===== src/rtl/bram_add_pkg.sv =====
`default_nettype none
// ============================================================================
// Package     : bram_add_pkg
// Description : Shared state encoding and constants for the BRAM pair-add
//               sequencer and its adder.
// Revision    : 1.0 - initial release
// ============================================================================
package bram_add_pkg;

    // Sequencer states; one pair walks RD_A -> RD_B -> ADD -> WR
    typedef enum logic [2:0] {
        IDLE = 3'd0,
        RD_A = 3'd1,
        RD_B = 3'd2,
        ADD  = 3'd3,
        WR   = 3'd4,
        FIN  = 3'd5
    } state_t;

    // Offset of operand B from operand A inside the input BRAM
    localparam int HALF      = 32;
    // Operand width and full-carry result width
    localparam int DATA_W    = 8;
    localparam int SUM_W     = 9;
    // A pairs value of zero selects this many pairs
    localparam int MAX_PAIRS = 32;

endpackage : bram_add_pkg
`default_nettype wire


===== src/rtl/add8_c9.sv =====
`default_nettype none
// ============================================================================
// Module      : add8_c9
// Description : 8-bit ripple-carry adder made of 1-bit full-adder cells,
//               carry-in fixed at zero, 9-bit result (carry in the MSB).
// Revision    : 1.0 - initial release
// ============================================================================
module add8_c9
    import bram_add_pkg::*;
(
    input  logic [DATA_W-1:0] a,
    input  logic [DATA_W-1:0] b,
    output logic [SUM_W-1:0]  sum
);

    logic [DATA_W:0] carry;

    assign carry[0] = 1'b0;

    // One full-adder cell per bit, carry rippling from LSB to MSB
    generate
        for (genvar i = 0; i < DATA_W; i++) begin : g_fa
            logic half_x;
            assign half_x       = a[i] ^ b[i];
            assign sum[i]       = half_x ^ carry[i];
            assign carry[i + 1] = (a[i] & b[i]) | (half_x & carry[i]);
        end
    endgenerate

    // Final carry becomes the 9th result bit, so the sum never overflows
    assign sum[SUM_W-1] = carry[DATA_W];

endmodule : add8_c9
`default_nettype wire


===== src/rtl/bram_add_sequencer.sv =====
`default_nettype none
// ============================================================================
// Module      : bram_add_sequencer
// Description : Reads operand pairs A[k], B[k+HALF] from an input BRAM,
//               adds them to a 9-bit result and writes it to out[k], for
//               k walking ascending or descending over n pairs.
// Revision    : 1.0 - initial release
// ============================================================================
module bram_add_sequencer #(
    parameter int ADDR_W = 6,
    parameter int HALF   = bram_add_pkg::HALF
) (
    input  logic              clk,
    input  logic              reset_n,
    input  logic              start,
    input  logic              dir,
    input  logic [5:0]        pairs,
    output logic              busy,
    output logic              done,
    output logic              in_wen,
    output logic [ADDR_W-1:0] in_addr,
    input  logic [7:0]        in_dout,
    output logic              out_wen,
    output logic [ADDR_W-1:0] out_addr,
    output logic [8:0]        out_din
);

    import bram_add_pkg::*;

    state_t            state;
    state_t            state_nxt;
    logic [ADDR_W-1:0] k;
    logic [5:0]        n;
    logic              dir_q;
    logic [7:0]        a_reg;
    logic [8:0]        sum_reg;
    logic [8:0]        sum_w;
    logic [5:0]        n_start;
    logic              last_pair;

    // Pair count requested at start; zero encodes the full 32 pairs
    assign n_start   = (pairs == 6'd0) ? 6'(MAX_PAIRS) : pairs;
    // The final pair sits at the far end of the walk direction
    assign last_pair = dir_q ? (k == '0) : (k == ADDR_W'(n - 6'd1));

    assign in_wen  = 1'b0;
    assign out_din = sum_reg;

    add8_c9 u_add (
        .a   (a_reg),
        .b   (in_dout),
        .sum (sum_w)
    );

    // State register with immediate return to IDLE on reset
    always_ff @(posedge clk or negedge reset_n) begin
        if (!reset_n) begin
            state <= IDLE;
        end else begin
            state <= state_nxt;
        end
    end

    // Next-state decode and state-driven outputs
    always_comb begin
        state_nxt = state;
        busy      = 1'b1;
        done      = 1'b0;
        out_wen   = 1'b0;
        in_addr   = k;
        case (state)
            IDLE: begin
                busy = 1'b0;
                if (start) begin
                    state_nxt = RD_A;
                end
            end
            RD_A: state_nxt = RD_B;
            RD_B: begin
                in_addr   = k + ADDR_W'(HALF);
                state_nxt = ADD;
            end
            ADD:  state_nxt = WR;
            WR: begin
                out_wen   = 1'b1;
                state_nxt = last_pair ? FIN : RD_A;
            end
            FIN: begin
                done      = 1'b1;
                state_nxt = IDLE;
            end
            default: state_nxt = IDLE;
        endcase
    end

    // Job parameters, pair index and the operand/result pipeline registers
    always_ff @(posedge clk or negedge reset_n) begin
        if (!reset_n) begin
            k        <= '0;
            n        <= '0;
            dir_q    <= 1'b0;
            a_reg    <= '0;
            sum_reg  <= '0;
            out_addr <= '0;
        end else begin
            case (state)
                IDLE: begin
                    if (start) begin
                        dir_q <= dir;
                        n     <= n_start;
                        k     <= dir ? ADDR_W'(n_start - 6'd1) : '0;
                    end
                end
                RD_B: a_reg <= in_dout;
                ADD: begin
                    sum_reg  <= sum_w;
                    out_addr <= k;
                end
                WR: begin
                    if (!last_pair) begin
                        k <= dir_q ? (k - ADDR_W'(1)) : (k + ADDR_W'(1));
                    end
                end
                default: ;
            endcase
        end
    end

endmodule : bram_add_sequencer
`default_nettype wire


===== config.mk =====
export PLATFORM = sky130hd
export DESIGN_NAME = bram_add_sequencer
export DESIGN_NICKNAME = d
export VERILOG_FILES = /design/src/rtl/bram_add_pkg.sv /design/src/rtl/add8_c9.sv /design/src/rtl/bram_add_sequencer.sv
export SDC_FILE = /design/constraint.sdc
export NUM_CORES = 1
export LEC_CHECK = 0
export CORE_UTILIZATION = 49
export DETAILED_ROUTE_END_ITERATION = 10
export GPL_ROUTABILITY_DRIVEN = 0
export PLACE_DENSITY = 0.76
export SYNTH_ARGS = -nofsm -noshare
export SYNTH_HDL_FRONTEND = slang
export SYNTH_SLANG_ARGS = --single-unit

===== constraint.sdc =====
create_clock -name clk -period 4.2 [get_ports clk]
set_input_delay 0.42 -clock clk [delete_from_list [all_inputs] [get_ports clk]]
set_output_delay 0.42 -clock clk [all_outputs]
set_load 0.03 [all_outputs]

After elaboration in Yosys (flattened, before gate mapping)
Index checks and enable logic that the tools add are counted.
{"block": "word_totals", "register_bits": 39, "latchBits": 0, "ramBits": 0, "romBits": 0, "input_bits": 18, "wordCells": 77, "n_memories": 0}
{"block": "op_classes", "add_sub_neg": 5, "n_mul": 0, "n_div": 0, "order_cmp": 0, "eq_ne": 8, "shift": 0, "n_mux": 14, "bitwise_logic": 37, "n_reduce_logical": 6}
{"cell": "6-bit two-way mux", "count": 6}
{"cell": "6-bit by 1-bit subtractor with 6-bit output, second input constant", "count": 3}
{"cell": "1-bit AND", "count": 15}
{"cell": "3-bit case mux with 5 select lines", "count": 1}
{"cell": "1-bit XOR", "count": 15}
{"cell": "6-bit zero test", "count": 2}
{"cell": "6-bit case mux with 2 select lines", "count": 1}
{"cell": "1-bit bitwise OR", "count": 7}
{"cell": "6-bit by 1-bit adder with 6-bit output, second input constant", "count": 1}
{"cell": "6-bit adder, second input constant", "count": 1}
{"cell": "3-bit by 2-bit == test with 1-bit output, second input constant", "count": 2}
{"cell": "3-bit == test, second input constant", "count": 2}
{"cell": "6-bit == test", "count": 1}
{"cell": "3-bit two-way mux", "count": 2}
{"cell": "1-bit two-way mux", "count": 4}
{"cell": "2-bit != test, second input constant", "count": 2}
{"cell": "3-bit by 1-bit == test with 1-bit output, second input constant", "count": 1}
{"cell": "3-bit zero test", "count": 1}
{"cell": "3-bit AND reduction", "count": 1}
{"cell": "2-bit AND reduction", "count": 1}
{"cell": "2-bit nonzero test", "count": 1}

Longest topological paths before layout
Gate-level depths: netlist of run 1.
{"block": "depth", "ltp_word": 15, "ltp_mapped": 10, "depth_no_buf": 10}

Hierarchy
Synthesis of run 1 repeated with hierarchy kept, for this count alone.
{"block": "unflattened", "cells_unflattened": 207, "hier_area_um2": 2294.7}
{"mod": "bram_add_sequencer", "instances": 1, "cells_each": 193, "area_per_inst_um2": 2115.8}
{"mod": "add8_c9", "instances": 1, "cells_each": 14, "area_per_inst_um2": 178.9}

Worst setup path after synthesis of run 1
OpenSTA, ideal clock, no wires.
{"block": "synth_path", "path_kind": "input to register", "from": "input port in_dout[0]", "to": "register sum_reg[7] (netlist: out_din[7])", "arrival_time_ps": 3447, "required_time_ps": 4117, "setup_slack_ps": 670, "stages": 10, "path_cell_list": "ha_1 fa_1 fa_1 fa_1 fa_1 fa_1 fa_1 inv_1 fa_1 o21ai_0"}
{"block": "synth_via", "elab_chain_cells": 14}
{"item": "start, declared", "line_no": "bram_add_sequencer.sv:22", "rtl": "input logic [7:0] in_dout,"}
{"item": "1-bit AND (2 in series)", "line_no": "add8_c9.sv:26", "rtl": "assign carry[i + 1] = (a[i] & b[i]) | (half_x & carry[i]);"}
{"item": "1-bit bitwise OR", "line_no": "add8_c9.sv:26"}
{"item": "1-bit AND", "line_no": "add8_c9.sv:26"}
{"item": "1-bit bitwise OR", "line_no": "add8_c9.sv:26"}
{"item": "1-bit AND", "line_no": "add8_c9.sv:26"}
{"item": "1-bit bitwise OR", "line_no": "add8_c9.sv:26"}
{"item": "1-bit AND", "line_no": "add8_c9.sv:26"}
{"item": "1-bit bitwise OR", "line_no": "add8_c9.sv:26"}
{"item": "1-bit AND", "line_no": "add8_c9.sv:26"}
{"item": "1-bit bitwise OR", "line_no": "add8_c9.sv:26"}
{"item": "1-bit AND", "line_no": "add8_c9.sv:26"}
{"item": "1-bit bitwise OR", "line_no": "add8_c9.sv:26"}
{"item": "1-bit XOR", "line_no": "add8_c9.sv:25", "rtl": "assign sum[i] = half_x ^ carry[i];"}
{"item": "end signal, assigned", "line_no": "bram_add_sequencer.sv:116", "rtl": "sum_reg <= sum_w;"}
{"item": "end, declared", "line_no": "bram_add_sequencer.sv:36", "rtl": "logic [8:0] sum_reg;"}
No other way between the ends.
A chain may end at the register's enable or synchronous reset.

Final worst setup path of run 1
Ends and elaborated chain as after synthesis.

==> results.txt, run 1 <==
The flow ran to the end, and the final reports show no timing, DRC or antenna violations. The register with the most flip-flops in the layout has 9 of them. The area share of the largest cell type after synthesis came out at a little over two fifths. The final max-slew violation count was 0. After synthesis, the cell types taking the most area are sky130_fd_sc_hd__dfrtp_1 43%, sky130_fd_sc_hd__mux2_2 8.8%, sky130_fd_sc_hd__fa_1 7.0%, sky130_fd_sc_hd__nand2_1 4.4%, sky130_fd_sc_hd__ha_1 3.8%. The post-synthesis adder-cell area fraction came out at 10.8%. The worst setup path is captured at a flip-flop. The number of buffers created by CTS came out at 5. On the worst path, the slowest cell contributes a delay of approximately 440 ps. The number of remaining DRC errors came out at 0. The clock sink count is 39. The cell that appears most often on the critical path is sky130_fd_sc_hd__fa_1.

The insertion delay of the later-clocked pin in the worst-skew pair is 290 ps. The number of synthesized register bits came out at 39. The worst setup path is launched from a primary input. The maximum clock frequency came out at approximately 0.26 GHz. The fraction of final layout cells sized beyond drive strength 1 came out at 13.5%. By area, the combinational part of the netlist is dominated by compound AO/OA/AOI/OAI gates. The share of the cycle needed by the critical path after routing came out at between 90 and 100%. The maximum number of pins on one net before global-route repair came out at 40. Of the synthesized area, sequential elements account for a little over two fifths. The remaining number of nets flagged by the antenna check after routing came out at 0.

Setup violations remaining at the end of the flow were counted as 0. The highest fanout seen on the critical path is 2. sky130_fd_sc_hd__dfrtp_1 is the most common cell in the netlist. The first global-routing pass estimated around 7600 um of wire. Summing every instance area after synthesis gives roughly 0.0023 sq mm.

Counting instances in the post-synthesis netlist gives the leading cell types as 39 x sky130_fd_sc_hd__dfrtp_1, 27 x sky130_fd_sc_hd__nand2_1, 18 x sky130_fd_sc_hd__mux2_2. Setup total negative slack on the finished layout was measured at 0 ps. The total setup buffers inserted after CTS is 0. Across every metal layer, demand over resource in global routing totals approximately 20%. The number of vias per cell after detailed routing came out at ~5.4. The post-synthesis share of cell area spent on and, or, nand and nor gates is roughly 11%. The total non-filler cell area in the finished layout came out at between 0.002 and 0.003 sq mm.

The transition time at the pin with the least slew margin came out at approximately 880 ps. Among all flip-flop cells after synthesis, the most frequent one is sky130_fd_sc_hd__dfrtp_1. The portion of netlist area occupied by mux cells is about 11%.

The pre-antenna-repair detailed-routing pass consisted of 4 iterations. The number of DRC markers after the initial detailed-route iteration is between 90 and 100. The die covers roughly 0.0050 sq mm. The max-cap check violation count is 0. In this run the worst hold path is classified as primary input to async pin. The number of distinct standard cells referenced by the synthesized netlist is 44. The cell sitting at the root of the clock tree is a sky130_fd_sc_hd__clkbuf_8.

Among all stages on the critical path, the largest delay is contributed by sky130_fd_sc_hd__clkdlybuf4s50_1. The final core utilization came out at between 60% and 70%. For this block, the routed nets add up to 4490 um of wire. The yosys synthesis warning count came out at 0. The number of global-route vias before repair is 1,567. The most area-hungry cell type in the Yosys netlist is sky130_fd_sc_hd__dfrtp_1. The antenna diode count came out at 0. At the end of the flow, the number of nets in the layout was 283.

The count of buffers from port buffering is 41. The level count of the clock H-tree came out at 2. The area growth from synthesis to layout is 20.5%. The share of flip-flops with an asynchronous set or reset after synthesis came out at 100%. Dividing the detail-routed wire length by the instance count gives 14.8 um. The static leakage power is between 1 and 1.5 nW.

The average instance in the mapped netlist occupies around 11 sq um. The initial utilization of the core area, before any placement, comes to between 50% and 60%. The number of buffers on the longest clock path came out at 2. The setup clock skew after layout is between 10 and 15 ps.

Data on the critical path is required at its endpoint by about 4400 ps. The number of synthesized flops with an enable pin is 0. The TritonCTS clock tree is done. Clock-pin slew was measured on the worst setup and hold paths at 80 ps. Traced cell by cell, the critical path runs through clkdlybuf4s50_1, ha_1, fa_1, fa_1, fa_1, fa_1, fa_1, fa_1, inv_1, fa_1, o21ai_0.

The peak supply drop came out at 453 uV. Setup repair after global routing left no endpoint under its margin. The detailed-placement wirelength estimate is about 3300 um.

The total of cells resized after clock tree synthesis came out at 0. The placeable core area is ~0.0044 sq mm. In this run the horizontal extent of the chip is roughly 70 um. The number of antenna violations at the first check in global routing was 0. The number of placed instances, taps included came out at approximately 300. The number of standard-cell rows in the floorplan came out at 24.

The global-route congestion overflow total is 0. The number of standard cells in the layout, taps in and fillers out is between 300 and 400. The xor-xnor portion of the synthesized cell area is slightly above 6%. The number of instances in the synthesized netlist is ~220.

The critical path is of the primary input to flip-flop type. The area after detailed placement is 0.00268 sq mm. The via count of the routed design came out at 1,641. The hold-fix buffer count after cts is 0.

The minimum clock period after layout is 3890 ps. The compound-cell area share of the yosys netlist is 11.8%. The arrival time reported for the critical path endpoint is 4090 ps. The post-synthesis net count came out at 250.

The final number of hold-violating endpoints is 0. The die height came out at 70.5 um. Dividing total power by cell area gives a power density of between 800 and 900 mW/mm^2. Headroom to the max-slew limit came out at 41.2%. The top-level I/O count is between 40 and 50.
[metal layers]
layer / track usage [%] / wire length (um) / up-vias
li1: - / - / 798
met1: 26.6 / 1980 / 790
met2: 30.6 / 2210 / 42
met5: 0 / 0 / -
met4: 9.11 / 114 / 0
met3: 5.05 / 186 / 11
[placed cells by master (no fill, tap or decap), types with 7 or more instances in the layout]
cell,Yosys,routed
sky130_fd_sc_hd__nand2_1,27,27
sky130_fd_sc_hd__inv_1,14,14
sky130_fd_sc_hd__nor2_1,12,12
sky130_fd_sc_hd__o21ai_0,13,13
sky130_fd_sc_hd__ha_1,7,7
sky130_fd_sc_hd__fa_1,8,8
sky130_fd_sc_hd__clkdlybuf4s50_1,0,40
sky130_fd_sc_hd__mux2_2,18,18
sky130_fd_sc_hd__xor2_1,10,10
sky130_fd_sc_hd__dfrtp_1,39,39
[worst paths after layout]
path / from / end / slack, ps / cells after the start
max: in_dout[0] / out_din[7] / 310 / 11
min: reset_n / a_reg[6] / 250 / 1
max reg2reg: a_reg[0] / out_din[7] / 510 / 10
min reg2reg: out_din[8] / out_din[8] / 500 / 2
max in group asynchronous: reset_n / out_addr[2] / 3400 / 1
min in group clk: out_din[8] / out_din[8] / 500 / 2
[critical path, delay by kind of cell]
kind	cells	cell delay (ps)
buffers and inverters	2	510
adder cells (fa/ha/maj)	8	3000
AO/OA/AOI/OAI	1	170
[cell families after synthesis]
logic type	count (synthesis)
AO/OA/AOI/OAI	37
XOR/XNOR	16
adder cells (fa/ha/maj)	15
buffers and inverters	30
flip-flops	39
multiplexers	22
other	1
AND/OR/NAND/NOR	57
[area by class of cell]
cell class	instances	area [sq um]
Clock buffer	6	72.6
Clock inverter	2	12.5
Inverter	14	52.6
Sequential cell	39	976
Fill cell	400	1650
Tap cell	52	65.1
Multi-Input combinational cell	148	1180
Timing Repair Buffer	42	413
[where the power goes]
part           internal (W)  leakage (nW)  total [W]  switching, W
Combinational      0.000614         0.694    0.00129      0.000680
Sequential         0.000558         0.480   0.000737      0.000180
Clock              0.000116        0.0412   0.000245      0.000129
[stage by stage]
| step | power, W | setup slack [ps] | hold slack (ps) |
|---|---|---|---|
| finish | 0.00228 | 310 | 251 |
| global route | 0.00245 | 219 | 302 |
| CTS | 0.00230 | 272 | 262 |
| detailed placement | 0.00205 | -39.3 | 475 |
| global placement | 0.00200 | 119 | 473 |
| floorplan | 0.00168 | 670 | 124 |
Note: power is estimated with default switching activity, not from simulation.
==> run 2: changes to the inputs <==
Settings changed: GPL_ROUTABILITY_DRIVEN 0 to default, MAX_ROUTING_LAYER from default to met4.
==> results.txt, run 2 (same netlist as run 1, synthesis figures left out) <==
The flow ran to the end, and the final reports show no timing, DRC or antenna violations. The hold-fix buffer count after cts is 0. The number of buffers created by CTS came out at 5. The level count of the clock H-tree is 2. The number of global-route vias before repair was ~1,600. The data required time of the critical path came out at roughly 4400 ps.

The number of remaining DRC errors is 0. The final net count came out at ~280. The detailed-placement wirelength estimate came out at around 3300 um. The number of detailed-route iterations in the first pass is 4.

The clock sink count came out at 39. In the layout the commonest cells are 40 x sky130_fd_sc_hd__clkdlybuf4s50_1, 39 x sky130_fd_sc_hd__dfrtp_1, 27 x sky130_fd_sc_hd__nand2_1. The arrival time reported for the critical path endpoint is 4080 ps. The core region is 0.00441 sq mm. The global-route congestion overflow total came out at 0. The most frequent standard cell in the layout excluding fill and tap cells is sky130_fd_sc_hd__clkdlybuf4s50_1. TritonCTS built the clock tree. For this design the static power due to leakage is 1.22 nW. The cell at the root of the clock tree is sky130_fd_sc_hd__clkbuf_8. The growth of design area from synthesis to finish is 20.5%. For this configuration, the core starts out at a cell density of 52.0%.

For the pin with the worst max-slew slack, the measured transition is roughly 870 ps. The share of the cycle needed by the critical path after routing came out at 92.6%. STA classifies the critical path endpoint as a flip-flop. The peak supply drop is about 450 uV. The setup clock skew after layout is ~9 ps. The highest fanout seen on the critical path came out at 2. The horizontal die dimension is a little over 70 um.

Setup violations remaining at the end of the flow were counted as 0. The die area came out at roughly 0.0050 sq mm. The power density over cell area is a little over 800 mW/mm^2. Clock-pin slew was measured on the worst setup and hold paths at roughly 80 ps. The accumulated negative setup slack is 0 ps.

The floorplan has 24 rows. The final max-slew violation count was 0. The insertion delay of the later-clocked pin in the worst-skew pair is 290 ps. In this run the post-CTS setup repair buffer count came out at 0. The maximum clock frequency came out at approximately 0.26 GHz.

OpenSTA, run right after detailed placement, puts the worst setup slack at -39.3 ps. The detailed router placed about 1,600 vias in this run. The kind of start point of the critical path is a primary input.

At the end of routability-driven placement, the weighted congestion stood at 0.896. The total routing usage reported by global routing came out at 20.6%. Max-cap violations in this run came to 0. Once placement completed, the tool counted placed cells totaling ~300.

The critical path start-end classification is primary input to flip-flop. Entering global routing, the biggest net connects 40 pins. The worst setup margin came out at 313 ps. The remaining number of nets flagged by the antenna check after routing is 0. The antenna diode count is 0. The min-delay analysis places its worst path in the category primary input to async pin.

Using the TritonRoute via totals, the vias-per-cell ratio works out to 5.41. The worst hold margin came out at 247 ps. The global-route wire length before repair came out at ~7600 um. Measured in cells, the most critical reg-to-reg path has a length of 10. The number of standard cells in the layout, taps in and fillers out is a little over 300.

Pin placement for this block handled 43 I/O pins. The die height is roughly 70 um. The final number of hold-violating endpoints came out at 0. The minimum clock period after layout is approximately 4000 ps. The count of buffers from port buffering came out at a little over 40. The number of antenna violations at the first check in global routing is 0. The post-route netlist has between 10% and 20% of its cells at a drive strength greater than 1. The wire length per cell after detailed routing came out at 14.7 um. The detailed router finished its first iteration with 96 violations.

The number of buffers on the longest clock path came out at 2. The flip-flop count of the largest register, all copies and words added came out at 9. The headroom to the max-slew limit is a little over two fifths. The total of cells resized after clock tree synthesis came out at 0.

Setup repair after global routing left no endpoint under its margin. The routed wire length is 4450 um.
-- run 2: per-layer routing --
layer | track usage (%) | vias to the layer above | part of all wire, %
met4 | 9.11 | 0 | 2.3
met5 | - | - | 0
met2 | 30.7 | 34 | 50
li1 | - | 801 | -
met3 | 5.05 | 10 | 3.7
met1 | 26.6 | 795 | 44
-- run 2: report_power, final --
| group | leakage (nW) | switching [W] | internal (W) |
|---|---|---|---|
| Combinational | 0.694 | 0.000679 | 0.000614 |
| Clock | 0.0412 | 0.000130 | 0.000116 |
| Sequential | 0.480 | 0.000179 | 0.000557 |
| Total | 1.22 | 0.000988 | 0.00129 |
-- run 2: path summary, 6_finish.rpt --
kind / from / to / slack (ps)
setup / recovery: in_dout[0] / out_din[7] / 310
min in group clk: out_din[8] / out_din[8] / 500
max in group asynchronous: reset_n / k[1] / 3420
hold reg to reg: out_din[8] / out_din[8] / 500
hold / removal: reset_n / n[4] / 250
setup reg to reg: a_reg[0] / out_din[7] / 510
-- run 2: per-stage QoR --
stage	total power [W]	cell area, sq um	util (%)
2_1_floorplan	0.00168	2300	-
3_3_place_gp	0.00200	2680	60.8
3_5_place_dp	0.00205	2680	60.8
4_1_cts	0.00230	2770	62.7
5_1_grt	0.00245	2770	62.7
6_report	0.00228	2770	62.7
-- run 2: layout make-up --
class,instances,area [sq um]
sequential,39,976
multi-input combinational,148,1180
clock inverter,2,12.5
inverter,14,52.6
fill,400,1650
timing repair buffer,42,413
clock buffer,6,72.6
tap,52,65.1
-- run 2: critical path: stages --
cell and delay (ps):
sky130_fd_sc_hd__clkdlybuf4s50_1 440, sky130_fd_sc_hd__ha_1 230, sky130_fd_sc_hd__fa_1 380, sky130_fd_sc_hd__fa_1 390, sky130_fd_sc_hd__fa_1 390, sky130_fd_sc_hd__fa_1 420
sky130_fd_sc_hd__fa_1 420, sky130_fd_sc_hd__fa_1 370, sky130_fd_sc_hd__inv_1 70, sky130_fd_sc_hd__fa_1 390, sky130_fd_sc_hd__o21ai_0 170
==> run 3: changes to the inputs <==
Settings changed: MAX_ROUTING_LAYER met4 to default, SYNTH_HIERARCHICAL from default to 1.
==> results.txt, run 3 <==
The worst setup path is captured at a flip-flop. The total of cells resized after clock tree synthesis is 0. By instance count, the leading cell after synthesis is sky130_fd_sc_hd__dfrtp_1.

The highest fanout seen on the critical path is 2. The number of distinct standard cells referenced by the synthesized netlist came out at 41. The minimum clock period after layout came out at 3780 ps. For this block, wires on met1 add up to around 1900 um. After filler insertion, the fill cell instance count of the layout stands at 370. The placeable core area is roughly 0.0044 sq mm.

After synthesis, the cell types taking the most area are sky130_fd_sc_hd__dfrtp_1 43%, sky130_fd_sc_hd__mux2_2 11%, sky130_fd_sc_hd__fa_1 7.0%, sky130_fd_sc_hd__ha_1 3.8%, sky130_fd_sc_hd__xnor2_1 3.4%. The global-route wire length before repair came out at 7180 um. After clock tree synthesis, the flow added hold-fix buffers numbering 0.

The transition time at the pin with the least slew margin came out at 855 ps. The min-delay analysis places its worst path in the category primary input to async pin. The share of flip-flops with an asynchronous set or reset after synthesis is between 90% and 100%. After floorplanning, the core was divided into 24 placement rows. Once the floorplan was initialized, standard cells occupied about half of the core. The growth of design area from synthesis to finish is 21.0%. The clock sink count is 39.

The area of all sequential standard cells is about 1000 sq um. Cells with a size suffix above 1 make up ~18% of the layout. The count of buffers added on input and output ports is around 40.

The number of synthesized register bits is 39. The number of remaining DRC errors came out at 0. The clock edge transition at the registers on the reported setup and hold paths is roughly 70 ps.

The maximum number of pins on one net before global-route repair is 40. The synthesized design spends more area on one cell type than any other, namely sky130_fd_sc_hd__dfrtp_1. The remaining number of nets flagged by the antenna check after routing is 0. The switching part of the total power is 43.3%. The post-synthesis net count is 240. The final net count came out at 275. The die area is approximately 0.0050 sq mm. The detailed router finished its first iteration with 74 violations. The library cells used most frequently in the layout, excluding fill and tap cells, are 40 x sky130_fd_sc_hd__clkdlybuf4s50_1, 39 x sky130_fd_sc_hd__dfrtp_1, 23 x sky130_fd_sc_hd__mux2_2. The switching power is roughly 0.001 W. The pre-CTS setup slack came out at roughly 100 ps.

Summed over all nets, the half-perimeter wirelength after detailed placement is roughly 3200 um. The number of global-route vias before repair is 1,551. The run finished with clean final reports. The total non-filler cell area in the finished layout is 0.00278 sq mm. The die is 70.4 um wide. The worst setup path is launched from a primary input. The met3 layer wire length in the routed design came out at roughly 180 um. The final weighted congestion of routability-driven global placement is a little under 0.9.

Averaged over all synthesized cells, the footprint is 11.1 sq um. The number of instances in the synthesized netlist is just over 200. The number of vias per cell after detailed routing is 5.30. The wire length per cell after detailed routing came out at between 10 and 15 um. The data required time of the critical path came out at approximately 4400 ps.

For the worst-skew pair, the clock arrives at the later sink with an insertion delay of ~290 ps. The total routing usage reported by global routing came out at between 10% and 20%. Cell internal power was estimated by the tool at between 0.001 and 0.0015 W. In this run, flip-flops and latches consume between 30% and 40% of the power. The level count of the clock H-tree came out at 2. The routed wire length is ~4300 um.

Setup repair after global routing left no endpoint under its margin. Counting instances in the post-synthesis netlist gives the leading cell types as 39 x sky130_fd_sc_hd__dfrtp_1, 23 x sky130_fd_sc_hd__mux2_2, 18 x sky130_fd_sc_hd__inv_1. The post-synthesis instance area came out at around 0.0023 sq mm. In this run the clock root is driven by a sky130_fd_sc_hd__clkbuf_8.

For the worst setup path, the data arrival time is about 4000 ps. The global-route congestion overflow total is 0. The critical path in this run is classified as primary input to flip-flop. The clock share of power is between 10% and 20%. The antenna diode count is 0. The predominant post-synthesis flop cell is sky130_fd_sc_hd__dfrtp_1.

The max-cap check violation count came out at 0. The setup clock skew after layout came out at a little under 6 ps. Sequential elements use between 40% and 50% of the synthesized area.

The number of buffers created by CTS is 5. The depth of the worst register-to-register path came out at 11. The worst pin sits at a relative slew slack of approximately 43%. The power density over cell area came out at around 850 mW/mm^2. The total setup buffers inserted after CTS is 0. The area share of the largest cell type after synthesis came out at a little over two fifths.

The via count of the routed design came out at between 1,500 and 2,000. The worst setup margin is ~420 ps. The register with the most flip-flops in the layout has 9 of them. The library cell used most frequently in the layout, excluding fill and tap cells, is sky130_fd_sc_hd__clkdlybuf4s50_1.

The share of the cycle needed by the critical path after routing came out at 90.0%. The number of synthesized flops with an enable pin is 0. TritonCTS built the clock tree. The completed layout was analyzed and its total power is 0.00235 W. The final number of setup-violating endpoints is 0.

After routing, the total negative slack on setup checks comes to 0 ps. After detailed placement, the total cell area comes to 0.00269 sq mm. The number of buffers on the longest clock path is 2. The part of the power in combinational logic is slightly below 60%.

The peak supply drop is just over 400 uV. The static leakage power is around 1.2 nW. The number of antenna violations at the first check in global routing came to 0. The highest routing layer actually used is met4. The multi-input combinational cells in the finished layout cover a total of between 0.001 and 0.0015 sq mm. For this run, the number of Yosys warnings is 6. Pin placement for this block handled 43 I/O pins. The pre-antenna-repair detailed-routing pass consisted of 4 iterations. The final number of hold-violating endpoints is 0.

The maximum clock frequency came out at about 0.26 GHz. Measured along the y axis, the die boundary spans 70.4 um. The detailed route wirelength on metal2 is around 2100 um.

The final max-slew violation count is 0.
## run 3: cell types whose count changed after synthesis, sizes merged, moves of 2 or more
cell and delta:
a21oi +2, a31oi +3, and3b +2, inv +4, mux2 +5, nand2 -15
nand3 -2, xnor2 +3, xor2 -4
## run 3: kinds of logic (layout without fill, tap and decap cells)
kind of cell	count (synthesis)	count (layout)	synth area share, %
buffers and inverters	32	68	6.43
multiplexers	27	27	13.7
AND/OR/NAND/NOR	41	41	9.49
other	1	1	0.163
flip-flops	39	39	42.5
adder cells (fa/ha/maj)	15	15	10.8
XOR/XNOR	15	15	5.73
AO/OA/AOI/OAI	37	37	11.2
## run 3: path summary, 6_finish.rpt
| kind | from | end | slack (ps) |
|---|---|---|---|
| max | in_dout[0] | out_din[7] | 420 |
| min reg2reg | out_addr[0] | out_addr[0] | 490 |
| max reg2reg | a_reg[0] | out_din[7] | 590 |
| min in group clk | out_addr[0] | out_addr[0] | 490 |
| min | reset_n | dir_q | 240 |
| max in group asynchronous | reset_n | state[0] | 3420 |
## run 3: metal layers
layer | track usage [%] | vias to the layer above
met5 | 0 | -
met4 | 6.44 | 0
met3 | 4.47 | 7
met2 | 32.1 | 33
met1 | 24.2 | 747
li1 | - | 776
## run 3: power by group through the flow
stage	combinational [W]	sequential, W	clock (W)
5_1_grt	0.00149	0.000785	0.000268
2_1_floorplan	0.000916	0.000828	0
6_report	0.00136	0.000750	0.000243
4_1_cts	0.00137	0.000751	0.000252
3_3_place_gp	0.00134	0.000752	0
3_5_place_dp	0.00137	0.000758	0
## run 3: critical path, stage by stage
cell and delay, ps:
sky130_fd_sc_hd__clkdlybuf4s50_1 430, sky130_fd_sc_hd__ha_1 200, sky130_fd_sc_hd__fa_1 380, sky130_fd_sc_hd__fa_1 390, sky130_fd_sc_hd__fa_1 380, sky130_fd_sc_hd__fa_1 380, sky130_fd_sc_hd__fa_1 390, sky130_fd_sc_hd__fa_1 360
sky130_fd_sc_hd__inv_1 70, sky130_fd_sc_hd__fa_1 410, sky130_fd_sc_hd__inv_1 60, sky130_fd_sc_hd__mux2_2 130
## run 3: final cells by class
class / count / area share, %
clock buffer: 6 / 2.61
clock inverter: 2 / 0.450
inverter: 18 / 2.43
multi-input combinational: 136 / 42.2
sequential: 39 / 35.1
tap: 52 / 2.34
timing repair buffer: 42 / 14.9
## run 3: metrics by stage
stage	util [%]	instances	hold slack [ps]
after floorplan	-	207	124
after global placement	61.0	287	463
after detailed placement	61.0	287	477
after CTS	62.9	295	267
after global routing	62.9	295	312
final	62.9	295	235
